--- src/rtl/register_bank_pkg.sv ---
// Shared operation codes for the register bank and its cells.
// Values are fixed by the datapath decode, so callers compare against these names only.
package register_bank_pkg;

    typedef logic [2:0] funsel_t;

    localparam funsel_t FS_DEC        = 3'b000;
    localparam funsel_t FS_INC        = 3'b001;
    localparam funsel_t FS_LOAD       = 3'b010;
    localparam funsel_t FS_CLR        = 3'b011;
    localparam funsel_t FS_LDLO_CLRHI = 3'b100;
    localparam funsel_t FS_LDLO       = 3'b101;
    localparam funsel_t FS_LDHI       = 3'b110;
    localparam funsel_t FS_HOLD       = 3'b111;

endpackage

--- src/rtl/register_cell.sv ---
// One WIDTH-bit register with a sticky wrap flag; updates on the clock edge when enabled.
// Latency: one cycle. No backpressure: every enabled edge is accepted.
module register_cell
    import register_bank_pkg::*;
#(
    parameter int               WIDTH     = 16,
    parameter logic [WIDTH-1:0] RESET_VAL = '0
) (
    input  logic             Clock,
    input  logic             Reset,
    input  logic             E,
    input  logic [2:0]       FunSel,
    input  logic [WIDTH-1:0] I,
    input  logic             WrapClr,
    output logic [WIDTH-1:0] Q,
    output logic             Wrap
);

    localparam int               H   = WIDTH / 2;
    localparam logic [WIDTH-1:0] ONE = WIDTH'(1);

    logic [WIDTH-1:0] r_q;
    logic             r_wrap;
    logic [WIDTH-1:0] w_next;
    logic             w_wrap_evt;

    always_comb begin
        w_next = r_q;
        case (FunSel)
            FS_DEC:        w_next = r_q - ONE;
            FS_INC:        w_next = r_q + ONE;
            FS_LOAD:       w_next = I;
            FS_CLR:        w_next = '0;
            FS_LDLO_CLRHI: w_next = {{(WIDTH-H){1'b0}}, I[H-1:0]};
            FS_LDLO:       w_next = {r_q[WIDTH-1:H], I[H-1:0]};
            FS_LDHI:       w_next = {I[H-1:0], r_q[H-1:0]};
            FS_HOLD:       w_next = r_q;
        endcase
    end

    // Only arithmetic roll-over raises the flag; loads and clears never touch it.
    assign w_wrap_evt = E & (((FunSel == FS_INC) & (&r_q)) |
                             ((FunSel == FS_DEC) & (r_q == '0)));

    always_ff @(posedge Clock) begin
        if (Reset) begin
            r_q    <= RESET_VAL;
            r_wrap <= 1'b0;
        end else begin
            if (E) begin
                r_q <= w_next;
            end
            r_wrap <= (r_wrap & ~WrapClr) | w_wrap_evt;
        end
    end

    assign Q    = r_q;
    assign Wrap = r_wrap;

endmodule

--- src/rtl/register_bank.sv ---
// DEPTH general-purpose registers with per-register enables and two combinational read ports.
// Latency: writes visible one cycle after the edge; reads are same-cycle. No backpressure.
module register_bank
    import register_bank_pkg::*;
#(
    parameter int               WIDTH     = 16,
    parameter int               DEPTH     = 4,
    parameter logic [WIDTH-1:0] RESET_VAL = '0,
    localparam int              SEL_W     = $clog2(DEPTH)
) (
    input  logic             Clock,
    input  logic             Reset,
    input  logic [DEPTH-1:0] RegSel,
    input  logic [2:0]       FunSel,
    input  logic [WIDTH-1:0] I,
    input  logic             WrapClr,
    input  logic [SEL_W-1:0] OutASel,
    input  logic [SEL_W-1:0] OutBSel,
    output logic [WIDTH-1:0] OutA,
    output logic [WIDTH-1:0] OutB,
    output logic [DEPTH-1:0] Wrap
);

    logic [WIDTH-1:0] w_q [DEPTH];

    for (genvar k = 0; k < DEPTH; k++) begin : g_cell
        register_cell #(
            .WIDTH     (WIDTH),
            .RESET_VAL (RESET_VAL)
        ) u_cell (
            .Clock   (Clock),
            .Reset   (Reset),
            .E       (RegSel[k]),
            .FunSel  (FunSel),
            .I       (I),
            .WrapClr (WrapClr),
            .Q       (w_q[k]),
            .Wrap    (Wrap[k])
        );
    end

    // Selects with no matching register fall through to zero.
    always_comb begin
        OutA = '0;
        OutB = '0;
        for (int k = 0; k < DEPTH; k++) begin
            if (OutASel == k[SEL_W-1:0]) OutA = w_q[k];
            if (OutBSel == k[SEL_W-1:0]) OutB = w_q[k];
        end
    end

endmodule

--- config.mk ---
export PLATFORM = sky130hd
export DESIGN_NAME = register_bank
export DESIGN_NICKNAME = d
export VERILOG_FILES = /design/src/rtl/register_bank_pkg.sv /design/src/rtl/register_cell.sv /design/src/rtl/register_bank.sv
export SDC_FILE = /design/constraint.sdc
export NUM_CORES = 1
export LEC_CHECK = 0
export ABC_AREA = 0
export CORE_AREA = 2 2 100 150
export DETAILED_ROUTE_END_ITERATION = 16
export DIE_AREA = 0 0 102 152
export PLACE_DENSITY = 0.78
export SLEW_MARGIN = 10
export SYNTH_ARGS = -nofsm -noshare
export SYNTH_HDL_FRONTEND = slang
export SYNTH_HIERARCHICAL = 1
export SYNTH_SLANG_ARGS = --single-unit
--- constraint.sdc ---
create_clock -name Clock -period 9.1 [get_ports Clock]
set_input_delay 1.82 -clock Clock [delete_from_list [all_inputs] [get_ports Clock]]
set_output_delay 1.82 -clock Clock [all_outputs]
set_load 0.1 [all_outputs]
After elaboration in Yosys (flattened, before gate mapping)
Index checks and enable logic that the tools add are counted.
Word-level totals
  flip-flop bits (word level): 68
  latch bits: 0
  RAM bits: 0
  ROM bits: 0
  bits of input ports: 30
  output and inout bits: 36
  logic and storage cells: 92
  memories kept: 0
Cells by class
  add/sub/neg operators: 8
  multiply operators: 0
  divide/modulo/power cells: 0
  order comparisons: 0
  eq/ne operators: 13
  shift operators: 0
  mux-type cells: 12
  bitwise logic cells: 28
  reduce and logical (&&, ||, !) cells: 19
Operator list (number)
  16-bit case mux with 7 select lines: 4
  16-bit 2-to-1 mux: 8
  16-bit by 1-bit adder with 16-bit output, second input constant: 4
  16-bit zero test: 4
  16-bit AND reduction: 4
  16-bit by 1-bit subtractor with 16-bit output, second input constant: 4
  3-bit AND reduction: 8
  1-bit bitwise AND: 16
  3-bit equality test, second input constant: 4
  2-bit equality test, second input constant: 4
  1-bit OR: 8
  3-bit by 2-bit equality test with 1-bit output, second input constant: 2
  2-bit by 1-bit equality test with 1-bit output, second input constant: 2
  2-bit zero test: 2
  1-bit inverter: 4
  3-bit by 1-bit equality test with 1-bit output, second input constant: 1
  3-bit zero test: 1

Depth between registers and ports, before layout
Gate-level depths: netlist (run 1).
  word-level depth: 5
  gate-level depth with buffers: 12
  depth with buffers taken out: 11

By module
Netlist (run 1), hierarchy kept.
Modules (own cells, without submodules)
  register_cell (g_cell[1].u_cell ...): times used 2, cells an instance 259, area an instance 1879.3 µm², sequential area each 340.3 µm²
  register_cell (g_cell[0].u_cell): times used 1, cells an instance 231, area an instance 1759.2 µm², sequential area each 340.3 µm²
  register_cell (g_cell[2].u_cell): times used 1, cells an instance 226, area an instance 1704.1 µm², sequential area each 340.3 µm²
  register_bank: times used 1, cells an instance 40, area an instance 848.3 µm², sequential area each 0.0 µm²

Least setup slack after synthesis (run 1)
OpenSTA, ideal clock, no wires.
  kind: input-to-output
  start: input OutASel[0]
  end: output OutA[0]
  arrival: 2.929 ns
  required time: 7.280 ns
  setup slack: 4.351 ns
  stages on the path: 2
  buffers on the path: 1
  path through: buf_6 > mux4_1
On the way
  word-level cells in the longest chain between the ends: 5
  elaborated cells between the ends (all ways): 8
  those cells by class: eq/ne (3); mux (4); reduce/logical (1)
Ends and longest elaborated chain
  start: declaration: line register_bank.sv:17  | input logic [SEL_W-1:0] OutASel,
  2-bit zero test: line register_bank.sv:47  | if (OutASel == k[SEL_W-1:0]) OutA = w_q[k];
  16-bit 2-to-1 mux (3 in series): line register_bank.sv:47
  16-bit 2-to-1 mux (*): line register_bank.sv:47
  end: declaration: line register_bank.sv:19  | output logic [WIDTH-1:0] OutA,
Every way passes the cells marked *; elsewhere a longest branch is shown, timed or not.

Final worst setup path (run 1)
Same ends and word-level chain as after synthesis.

==> summary.md, run 1 <==
| Metric | Value |
|---|---|
| Final Max Slew Viols | 0 |
| Worst clock skew | around 0.006 ns |
| Initial antenna violation count | 0 |
| Predominant post-synthesis flop cell | dfxtp_1 |
| WS Path Type | in -> out |
| Post-CTS Hold Buffers | 0 |
| Vias in the first global route | ~8,000 |
| Drt first-iter violations | between 900 and 1,000 |
| Post-synth EDFFs | 0 |
| Hpwl dp | between 20 and 25 mm |
| DR WL met3 | 2.71 mm |
| Total number of vias | between 8,000 and 9,000 |
| Number of I/O pins | 66 |
| Highest metal used | met4 |
| Reg-to-reg slack, setup | 6.54 ns |
| Fmax achieved | ~150 MHz |
| Avg Cell Area, Syn | between 7 and 8 um2 |
| Setup crit start kind | input port |
| Fin. Hold Viols | 0 |
| RSZ-0062 raised after global routing | false |
| Final cell utilization of the core | a little over three fifths |
| Clock buffer depth | 2 |
| Mapped Nets | 1,109 |
| Setup TNS | 0 ns |
| Hold Crit Class | reg -> reg |
| Status | complete, no violations |
| DRC | 0 |
| Critical Path RT | approximately 7.3 ns |
| H-tree levels | 3 |
| Ant. Diodes | 0 |
| Number of vias per cell | a little over 7 |
| Syn-to-layout area delta | 11.4% |
| Synthesis Warnings | 6 |
| Met2 routed WL | 12.8 mm |
| First-pass GRT wire length | around 43 mm |
| GP Congestion | about 0.98 |
| Max-Cap Viols | 0 |
| Worst-path clk slew | approximately 0.06 ns |
| Drt first pass iters | 7 |
| Fin crit share | ~72% |
| Final ANT Viol Nets | 0 |
| Layout cell share with drive strength beyond 1 | ~7% |
| Leakage power | 0.00362 uW |
| Register bit total from synthesis | 68 |
| Hold path cells | 2 |
| Fill cell count | 1,310 |
| WHS Endpoint | g_cell[3].u_cell/Wrap |
| Ys async rst share | 0% |
| Gr ovfl total | 0 |
| Mapped Area | 0.00807 mm2 |
| CP max FO | 16 |
| Metal-1 WL | approximately 10 mm |
| Final layout net count | roughly 1,100 |
| Die Ht | 152 um |
| Headroom to the max-slew limit | between 20 and 30% |
| Worst path arrival time | 4.72 ns |
| Core ar. | 0.0143 mm2 |
| R2r endpoint | g_cell[1].u_cell/Q[14] |
| CTS Root Buffer Type | clkbuf_16 |
| CP endpoint kind | primary output |
| CTS resizes | 0 |
| Die outline area | 0.0155 mm2 |
| Buffer count from post-CTS setup fixing | 0 |
| Cell row count | 54 |
| Worst vdd ir | between 0.07 and 0.08 mV |
| Fin crit period | ~6.5 ns |
| Wirelength per Cell | about 22 um |
| Sequential share of the synthesized area | 16.9% |
| CTS Sinks | slightly below 70 |
| CTS Buf Count | 9 |
| Number of distinct library cells after synthesis | 83 |
| Insertion delay to the later sink of the worst-skew pair | approximately 0.34 ns |
| Pwr/cell area | 172 mW/mm2 |
| RR Startpoint | g_cell[1].u_cell/Q[0] |
| Port buffer count | 65 |
| Hold path startpoint | g_cell[3].u_cell/Wrap |
| Worst Tran Pin Value | between 1 and 1.5 ns |
| Die Span X | approximately 100 um |
| Synth Instances | approximately 1,000 |
| Starting Density | a little under three fifths |
| CTS tree | done |
| GRT Overall Usage | between 30% and 40% |
| Largest net degree at the start of global routing | 80 |
| Final setup viols | 0 |
| Final wirelength | between 20 and 30 mm |
| FF-to-FF path depth | 8 |
worst max path at each step:
stage          cells after the start       end  slack (ns)        from
3_5_place_dp                       3   OutA[0]        2.57  OutASel[0]
3_3_place_gp                       3   OutB[8]        2.60  OutBSel[0]
5_1_grt                            3  OutB[15]        2.47  OutBSel[0]
6_report                           3   OutA[0]        2.56  OutASel[0]
2_1_floorplan                      2   OutA[0]        4.35  OutASel[0]
4_1_cts                            3   OutA[0]        2.56  OutASel[0]
cells in the mapped netlist, drive strengths merged (10+ instances only):
| cell | instances | area, um2 |
|---|---|---|
| nand2 | 103 | 387 |
| o211ai | 10 | 75.1 |
| a22oi | 10 | 75.1 |
| clkbuf | 22 | 85.1 |
| a221oi | 24 | 210 |
| a21o | 37 | 279 |
| ha | 60 | 751 |
| buf | 30 | 228 |
| mux2i | 13 | 130 |
| nor2 | 92 | 345 |
| nand2b | 10 | 62.6 |
| a21oi | 101 | 524 |
| dfxtp | 68 | 1360 |
| nor3 | 36 | 180 |
| nand3 | 20 | 100 |
| a211oi | 31 | 243 |
| nand4 | 27 | 175 |
| mux4 | 32 | 766 |
| o21ai | 54 | 278 |
| inv | 32 | 120 |
| nor4 | 24 | 150 |
| xnor2 | 20 | 175 |
stage by stage:
| step | hold WS [ns] | instance area, um2 | total power (uW) | setup slack, ns | std cells |
|---|---|---|---|---|---|
| 2_1_floorplan | 0.511 | 8070 | 970 | 4.35 | 1015 |
| 3_3_place_gp | 0.465 | 8670 | 1140 | 2.60 | 1229 |
| 3_5_place_dp | 0.464 | 8670 | 1150 | 2.57 | 1229 |
| 4_1_cts | 0.474 | 8990 | 1530 | 2.56 | 1245 |
| 5_1_grt | 0.499 | 8990 | 1620 | 2.47 | 1245 |
| 6_report | 0.472 | 8990 | 1550 | 2.56 | 1245 |
sequential cells by signal, summed over array words and instances (netlist names):
| signal | count |
|---|---|
| g_cell.u_cell/Q | 64 |
| g_cell.u_cell/Wrap | 4 |
placed cells by master, fill, tap and decap left out, types with 6 or more instances in the layout:
| cell type | count |
|---|---|
| inv_1 | 31 |
| o21a_1 | 9 |
| nor3_1 | 36 |
| ha_1 | 60 |
| or3_1 | 9 |
| mux4_2 | 20 |
| a22oi_1 | 10 |
| nor4_1 | 24 |
| a221oi_1 | 24 |
| a211oi_1 | 29 |
| xor2_1 | 8 |
| dfxtp_1 | 68 |
| nand2b_1 | 10 |
| o211ai_1 | 10 |
| nand3_1 | 20 |
| o21bai_1 | 9 |
| a221o_1 | 9 |
| mux4_1 | 12 |
| clkbuf_16 | 9 |
| nand2_1 | 103 |
| nor2_1 | 92 |
| xnor2_1 | 20 |
| a21oi_1 | 96 |
| nor2b_1 | 6 |
| clkdlybuf4s50_1 | 61 |
| a21boi_0 | 8 |
| a21o_1 | 36 |
| nand4_1 | 26 |
| mux2i_1 | 13 |
| a31oi_1 | 7 |
| nor3b_1 | 6 |
| a311oi_1 | 8 |
| o21ai_0 | 48 |
metal layers:
| layer | vias to the layer above | GRT usage (%) |
|---|---|---|
| li1 | 4018 | - |
| met4 | 0 | 21.3 |
| met2 | 548 | 57.0 |
| met1 | 4077 | 42.6 |
| met5 | - | 0 |
| met3 | 156 | 7.04 |
cell type report:
cell class                      count  area [um2]  area share (%)
Multi-Input combinational cell    863        6280            69.8
Clock inverter                      7        91.3            1.02
Timing Repair Buffer               70         668            7.43
Inverter                           32         120            1.34
Clock buffer                        9         225            2.51
Sequential cell                    68        1360            15.1
Tap cell                          196         245            2.73
where the power goes:
part	switching [uW]	internal [uW]	leakage, uW	total [uW]
logic	475	290	0.00290	765
registers	72.0	326	0.000561	398
clock network	144	239	0.000155	383
total	691	855	0.00362	1550
kinds of logic (layout without fill, tap and decap cells):
group           count (synthesis)  in the layout  share of synthesized area (%)
buf+inv                        84            118                           5.36
compound gates                358            358                           30.4
mux                            50             50                           11.8
simple gates                  363            363                           22.1
xor+xnor                       28             28                           3.04
flops                          68             68                           16.9
fa+ha+maj                      64             64                           10.3
worst max-delay path, cell delays in order:
cell and delay (ns):
clkdlybuf4s50_1 1.21, mux4_1 0.68, clkdlybuf4s50_1 1.00
No activity file was read; power rests on OpenSTA's default activity.
==> run 2: changes to the inputs <==
CORE_AREA = 2 2 102 154   (was 2 2 100 150)
DIE_AREA = 0 0 104 156   (was 0 0 102 152)
clock period = 5.9 ns   (was 9.1 ns; I/O delays follow)
==> summary.md, run 2 (synthesis gave the netlist of run 1 again) <==
| Metric | Value |
|---|---|
| Initial antenna violation count | 0 (unchanged) |
| RSZ-0062 raised after global routing | false |
| Reg-to-reg slack, setup | 3.37 ns (-3.17 ns) |
| Max reg flops | 64 (unchanged) |
| Port buffer count | 65 (unchanged) |
| Hpwl dp | 20.8 mm (+3.2%) |
| Total number of vias | 8,699 (-1.1%) |
| Ant. Diodes | 0 (unchanged) |
| CTS Buf Count | 9 (unchanged) |
| CP max stage cell | clkdlybuf4s50_1 |
| CP endpoint kind | primary output |
| FF-to-FF path depth | 9 (+1) |
| Hold path cells | 2 (unchanged) |
| Post-CTS Hold Buffers | 0 (unchanged) |
| R2r endpoint | g_cell[2].u_cell/Q[12] |
| Starting Density | 54.3% (-2.0 points) |
| Die outline area | 0.0162 mm2 (+4.6%) |
| Wirelength per Cell | 22.6 um (+2.0%) |
| Leakage power | 0.00369 uW (+1.8%) |
| Final ANT Viol Nets | 0 (unchanged) |
| Setup TNS | 0 ns (unchanged) |
| Hold path startpoint | g_cell[0].u_cell/Wrap |
| DRC | 0 (unchanged) |
| RR Startpoint | g_cell[2].u_cell/Q[0] |
| Final critical-path setup slack | 1.41 ns (-1.15 ns) |
| CP max FO | 16 (unchanged) |
| Vias in the first global route | 8,232 (+1.6%) |
| Critical Path RT | 4.72 ns (-2.56 ns) |
| Status | complete, no violations |
| Buffer count from post-CTS setup fixing | 0 (unchanged) |
| Layout cell share with drive strength beyond 1 | 10.1% (+3.1 points) |
| Worst-path clk slew | 0.06 ns (about the same) |
| Syn-to-layout area delta | 10.8% |
| First-pass GRT wire length | 44.6 mm (+3.6%) |
| Fmax achieved | between 200 and 250 MHz |
| Fin crit share | between 70% and 80% |
| Gr ovfl total | 0 (unchanged) |
| Die Span X | 104 um (+2.0%) |
| Worst Tran Pin Value | 1.12 ns (-0.000511 ns) |
| Final Max Slew Viols | 0 (unchanged) |
| Number of I/O pins | 66 (unchanged) |
| Pre-CTS setup slack | 1.39 ns (-1.18 ns) |
| WS Path Type | in -> out |
| Drt first pass iters | 6 (-1) |
| Hold Crit Class | reg -> reg |
| Setup crit start kind | input port |
| Worst vdd ir | 0.142 mV (+87%) |
| Die Ht | 156 um (+2.6%) |
| Pwr/cell area | 273 mW/mm2 (+59%) |
| Max stage delay on crit path | 1.19 ns (-0.02 ns) |
| GRT Overall Usage | 34.5% (-0.82 points) |
| Commonest non-fill, non-tap cell in the layout | nand2_1 |
| Headroom to the max-slew limit | 25.3% (+0.27 points) |
| GP Congestion | 0.965 (-1.7%) |
| Largest net degree at the start of global routing | 49 (-39%) |
| Final setup viols | 0 (unchanged) |
| Drt first-iter violations | 938 (-0.53%) |
| CTS resizes | 0 (unchanged) |
| Worst clock skew | 0.00523 ns (-0.000677 ns) |
| Most frequent cells in the layout | 103 x nand2_1, 96 x a21oi_1, 92 x nor2_1 |
| CTS Root Buffer Type | clkbuf_16 |
| Final layout net count | 1,138 (unchanged) |
| Fin crit period | 4.49 ns |
| H-tree levels | 3 (unchanged) |
| Max-Cap Viols | 0 (unchanged) |
| Cell row count | 55 (+1.9%) |
| Insertion delay to the later sink of the worst-skew pair | 0.34 ns (about the same) |
| Core ar. | 0.0149 mm2 (+3.8%) |
| Clock buffer depth | 2 (unchanged) |
| Final wirelength | 28.2 mm (+2.3%) |
| CTS Sinks | 68 (unchanged) |
| Fin. Hold Viols | 0 (unchanged) |
| CP cell instances | clkdlybuf4s50_1, mux4_1, buf_4 |
| Number of vias per cell | 6.97 (-1.4%) |
| WHS Endpoint | g_cell[0].u_cell/Wrap |
| CTS tree | done |
| Worst path arrival time | 3.31 ns (-1.41 ns) |
[run 2: power by group]
| group | total [uW] | internal (uW) | leakage [uW] | switching [uW] |
|---|---|---|---|---|
| Clock | 654 | 425 | 0.000169 | 229 |
| Combinational | 1170 | 437 | 0.00296 | 736 |
| Sequential | 618 | 503 | 0.000561 | 115 |
| Total | 2440 | 1370 | 0.00369 | 1080 |
[run 2: through the flow]
step | hold WS (ns) | std cells | total power (uW) | instance area, um2 | utilization [%]
2_1_floorplan | 0.511 | 1015 | 1500 | 8070 | -
3_3_place_gp | 0.460 | 1232 | 1760 | 8590 | 57.8
3_5_place_dp | 0.466 | 1232 | 1770 | 8590 | 57.8
4_1_cts | 0.473 | 1248 | 2410 | 8940 | 60.2
5_1_grt | 0.495 | 1248 | 2550 | 8940 | 60.2
6_report | 0.475 | 1248 | 2440 | 8940 | 60.2
[run 2: layout make-up]
cell class	instances	area, um2
multi-input cells	863	6280
fillers	1373	5920
repair buffers	70	588
inverters	32	120
well taps	199	249
flip-flops and latches	68	1360
clock buffers	10	239
clock inverters	6	111
[run 2: worst max path at each step]
stage	to	from	cells after the start	slack [ns]
2_1_floorplan	g_cell[2].u_cell/Q[8]	FunSel[2]	11	2.20
3_3_place_gp	g_cell[0].u_cell/Q[12]	FunSel[2]	11	1.44
3_5_place_dp	g_cell[2].u_cell/Q[12]	FunSel[2]	12	1.39
4_1_cts	OutA[0]	OutASel[0]	3	1.41
5_1_grt	OutA[2]	OutASel[0]	3	1.31
6_report	OutB[3]	OutBSel[0]	3	1.41
[run 2: routing by layer]
layer / global-route usage [%] / up-vias / part of all wire (%)
met2: 57.4 / 490 / 47
met3: 6.77 / 138 / 9.8
met4: 21.5 / 0 / 6.7
li1: - / 4015 / -
met1: 41.0 / 4056 / 37
met5: 0 / - / 0
[run 2: critical path: cells and delay by family]
family,cells,cell delay (ns)
buffers and inverters,2,1.44
muxes,1,0.67
==> run 3: changes to the inputs <==
CORE_AREA = 2 2 100 150   (was 2 2 102 154)
DIE_AREA = 0 0 102 152   (was 0 0 104 156)
clock period = 4.3 ns   (was 5.9 ns; I/O delays follow)
==> summary.md, run 3 (synthesis gave the netlist of run 1 again) <==
| Metric | Value |
|---|---|
| NetSw | 1510 uW (+40%) |
| Drt first-iter violations | 912 (-2.8%) |
| GRT Overall Usage | 37.0% (+2.5 points) |
| Reg-to-reg slack, setup | 1.76 ns (-1.61 ns) |
| Max reg flops | 64 (unchanged) |
| Commonest non-fill, non-tap cell in the layout | nand2_1 |
| H-tree levels | 3 (unchanged) |
| Wirelength per Cell | 22.9 um (+1.3%) |
| Buffer count from post-CTS setup fixing | 0 (unchanged) |
| Setup TNS | 0 ns (unchanged) |
| CTS Sinks | 68 (unchanged) |
| Number of vias per cell | 7.15 (+2.5%) |
| Setup crit start kind | input port |
| CP max FO | 16 (unchanged) |
| WHS Endpoint | g_cell[3].u_cell/Wrap |
| Fin crit period | approximately 3.4 ns |
| DRC | 0 (unchanged) |
| Die Span X | 102 um (-1.9%) |
| Final Max Slew Viols | 0 (unchanged) |
| CP max stage cell | clkdlybuf4s50_1 |
| Insertion delay to the later sink of the worst-skew pair | 0.35 ns (about the same) |
| Final ANT Viol Nets | 0 (unchanged) |
| Worst Tran Pin Value | 1.04 ns (-0.0853 ns) |
| Syn-to-layout area delta | 16.9% |
| Gr ovfl total | 0 (unchanged) |
| Cell row count | 54 (-1.8%) |
| Drt first pass iters | 6 (unchanged) |
| Worst clock skew | 0.00713 ns (+0.00190 ns) |
| Core ar. | 0.0143 mm2 (-3.6%) |
| WS Path Type | in -> out |
| Fin crit share | between 70% and 80% |
| Final wirelength | 28.7 mm (+2.1%) |
| Vias in the first global route | 8,531 (+3.6%) |
| Switching Fraction | 43.6% (-0.58 points) |
| First-pass GRT wire length | 45.0 mm (+0.87%) |
| Worst vdd ir | 0.200 mV (+40%) |
| Total number of vias | 8,983 (+3.3%) |
| Leakage power | 0.00385 uW (+4.3%) |
| Critical Path RT | 3.44 ns (-1.28 ns) |
| Final layout net count | 1,150 (+1.1%) |
| Layout cell share with drive strength beyond 1 | 11.1% (+1.0 points) |
| CTS Buf Count | 9 (unchanged) |
| FF-to-FF path depth | 9 (unchanged) |
| Hold path startpoint | g_cell[3].u_cell/Wrap |
| Port buffer count | 65 (unchanged) |
| Die outline area | 0.0155 mm2 (-4.4%) |
| Worst path arrival time | 2.55 ns (-0.76 ns) |
| RR Startpoint | g_cell[2].u_cell/Q[0] |
| RSZ-0062 raised after global routing | false |
| Headroom to the max-slew limit | 30.5% (+5.2 points) |
| Worst-path clk slew | 0.06 ns (about the same) |
| Combinational share of power | 50.3% (+2.3 points) |
| CP Buf/Inv Count | 2 (unchanged) |
| Clock share of power | 25.4% (-1.3 points) |
| Sequential share of power | 24.3% (-1.0 points) |
| Ant. Diodes | 0 (unchanged) |
| Status | complete, no violations |
| Most frequent cells in the layout | 103 x nand2_1, 96 x a21oi_1, 92 x nor2_1 |
| CTS Root Buffer Type | clkbuf_16 |
| CTS tree | done |
| Fin. Hold Viols | 0 (unchanged) |
| Number of I/O pins | 66 (unchanged) |
| Die Ht | 152 um (-2.6%) |
| Largest net degree at the start of global routing | 52 (+6.1%) |
| CP Launch Point | OutBSel[1] |
| Post-CTS Hold Buffers | 0 (unchanged) |
| Crit-path leading delay family | buffers and inverters |
| Max-Cap Viols | 0 (unchanged) |
| GP Congestion | 0.992 (+2.8%) |
| Hold path cells | 2 (unchanged) |
| Pwr/cell area | 368 mW/mm2 (+35%) |
| CP cell instances | clkdlybuf4s50_1, mux4_1, buf_12 |
| Hold Crit Class | reg -> reg |
| Cell internal pwr | 1960 uW (+43%) |
| CTS resizes | 0 (unchanged) |
| Hold WS | 0.474 ns (-0.000524 ns) |
| Final setup viols | 0 (unchanged) |
| Hpwl dp | 21.5 mm (+3.4%) |
| Initial antenna violation count | 0 (unchanged) |
| Starting Density | 56.3% (+2.0 points) |
| Max stage delay on crit path | 0.96 ns (-0.23 ns) |
| CP endpoint kind | primary output |
| Clock buffer depth | 2 (unchanged) |
| R2r endpoint | g_cell[2].u_cell/Q[12] |
| Fmax achieved | approximately 300 MHz |
## run 3: through the flow
stage / cells / power, uW / setup WS [ns] / area (um2) / util [%]
2_1_floorplan: 1015 / 2050 / 0.922 / 8070 / -
3_3_place_gp: 1241 / 2530 / 0.699 / 9090 / 63.5
3_5_place_dp: 1241 / 2550 / 0.649 / 9090 / 63.5
4_1_cts: 1257 / 3430 / 0.918 / 9430 / 65.9
5_1_grt: 1257 / 3620 / 0.772 / 9430 / 65.9
6_report: 1257 / 3470 / 0.889 / 9430 / 65.9
## run 3: layout make-up
type,count,area (um2)
Multi-Input combinational cell,863,6280
Fill cell,1238,4890
Inverter,32,120
Clock inverter,7,115
Tap cell,196,245
Clock buffer,9,225
Sequential cell,68,1360
Timing Repair Buffer,82,1090
## run 3: power groups by stage
stage | sequential [uW] | combinational [uW] | clock, uW
finish | 843 | 1750 | 880
floorplan | 773 | 1280 | 0
detailed placement | 841 | 1710 | 0
global placement | 837 | 1700 | 0
global route | 842 | 1870 | 908
CTS | 827 | 1720 | 879
## run 3: worst min-delay path, cell delays in order, from the launching register on
cell      delay, ns
dfxtp_1        0.31
nand2b_1       0.06
a21oi_1        0.06
## run 3: worst max path at each step
| stage | slack, ns | depth (start not counted) | end |
|---|---|---|---|
| 6_report | 0.89 | 3 | OutB[4] |
| 5_1_grt | 0.77 | 11 | g_cell[3].u_cell/Q[14] |
| 4_1_cts | 0.92 | 4 | OutA[4] |
| 3_5_place_dp | 0.65 | 11 | g_cell[2].u_cell/Q[15] |
| 3_3_place_gp | 0.70 | 11 | g_cell[2].u_cell/Q[15] |
| 2_1_floorplan | 0.92 | 11 | g_cell[2].u_cell/Q[8] |
## run 3: layer usage
metal	share of wire [%]	track usage [%]	wire, um
met1	34	43.1	9840
met2	46	59.0	13400
met3	11	9.15	3120
met4	8.4	24.7	2420
met5	0	0	0
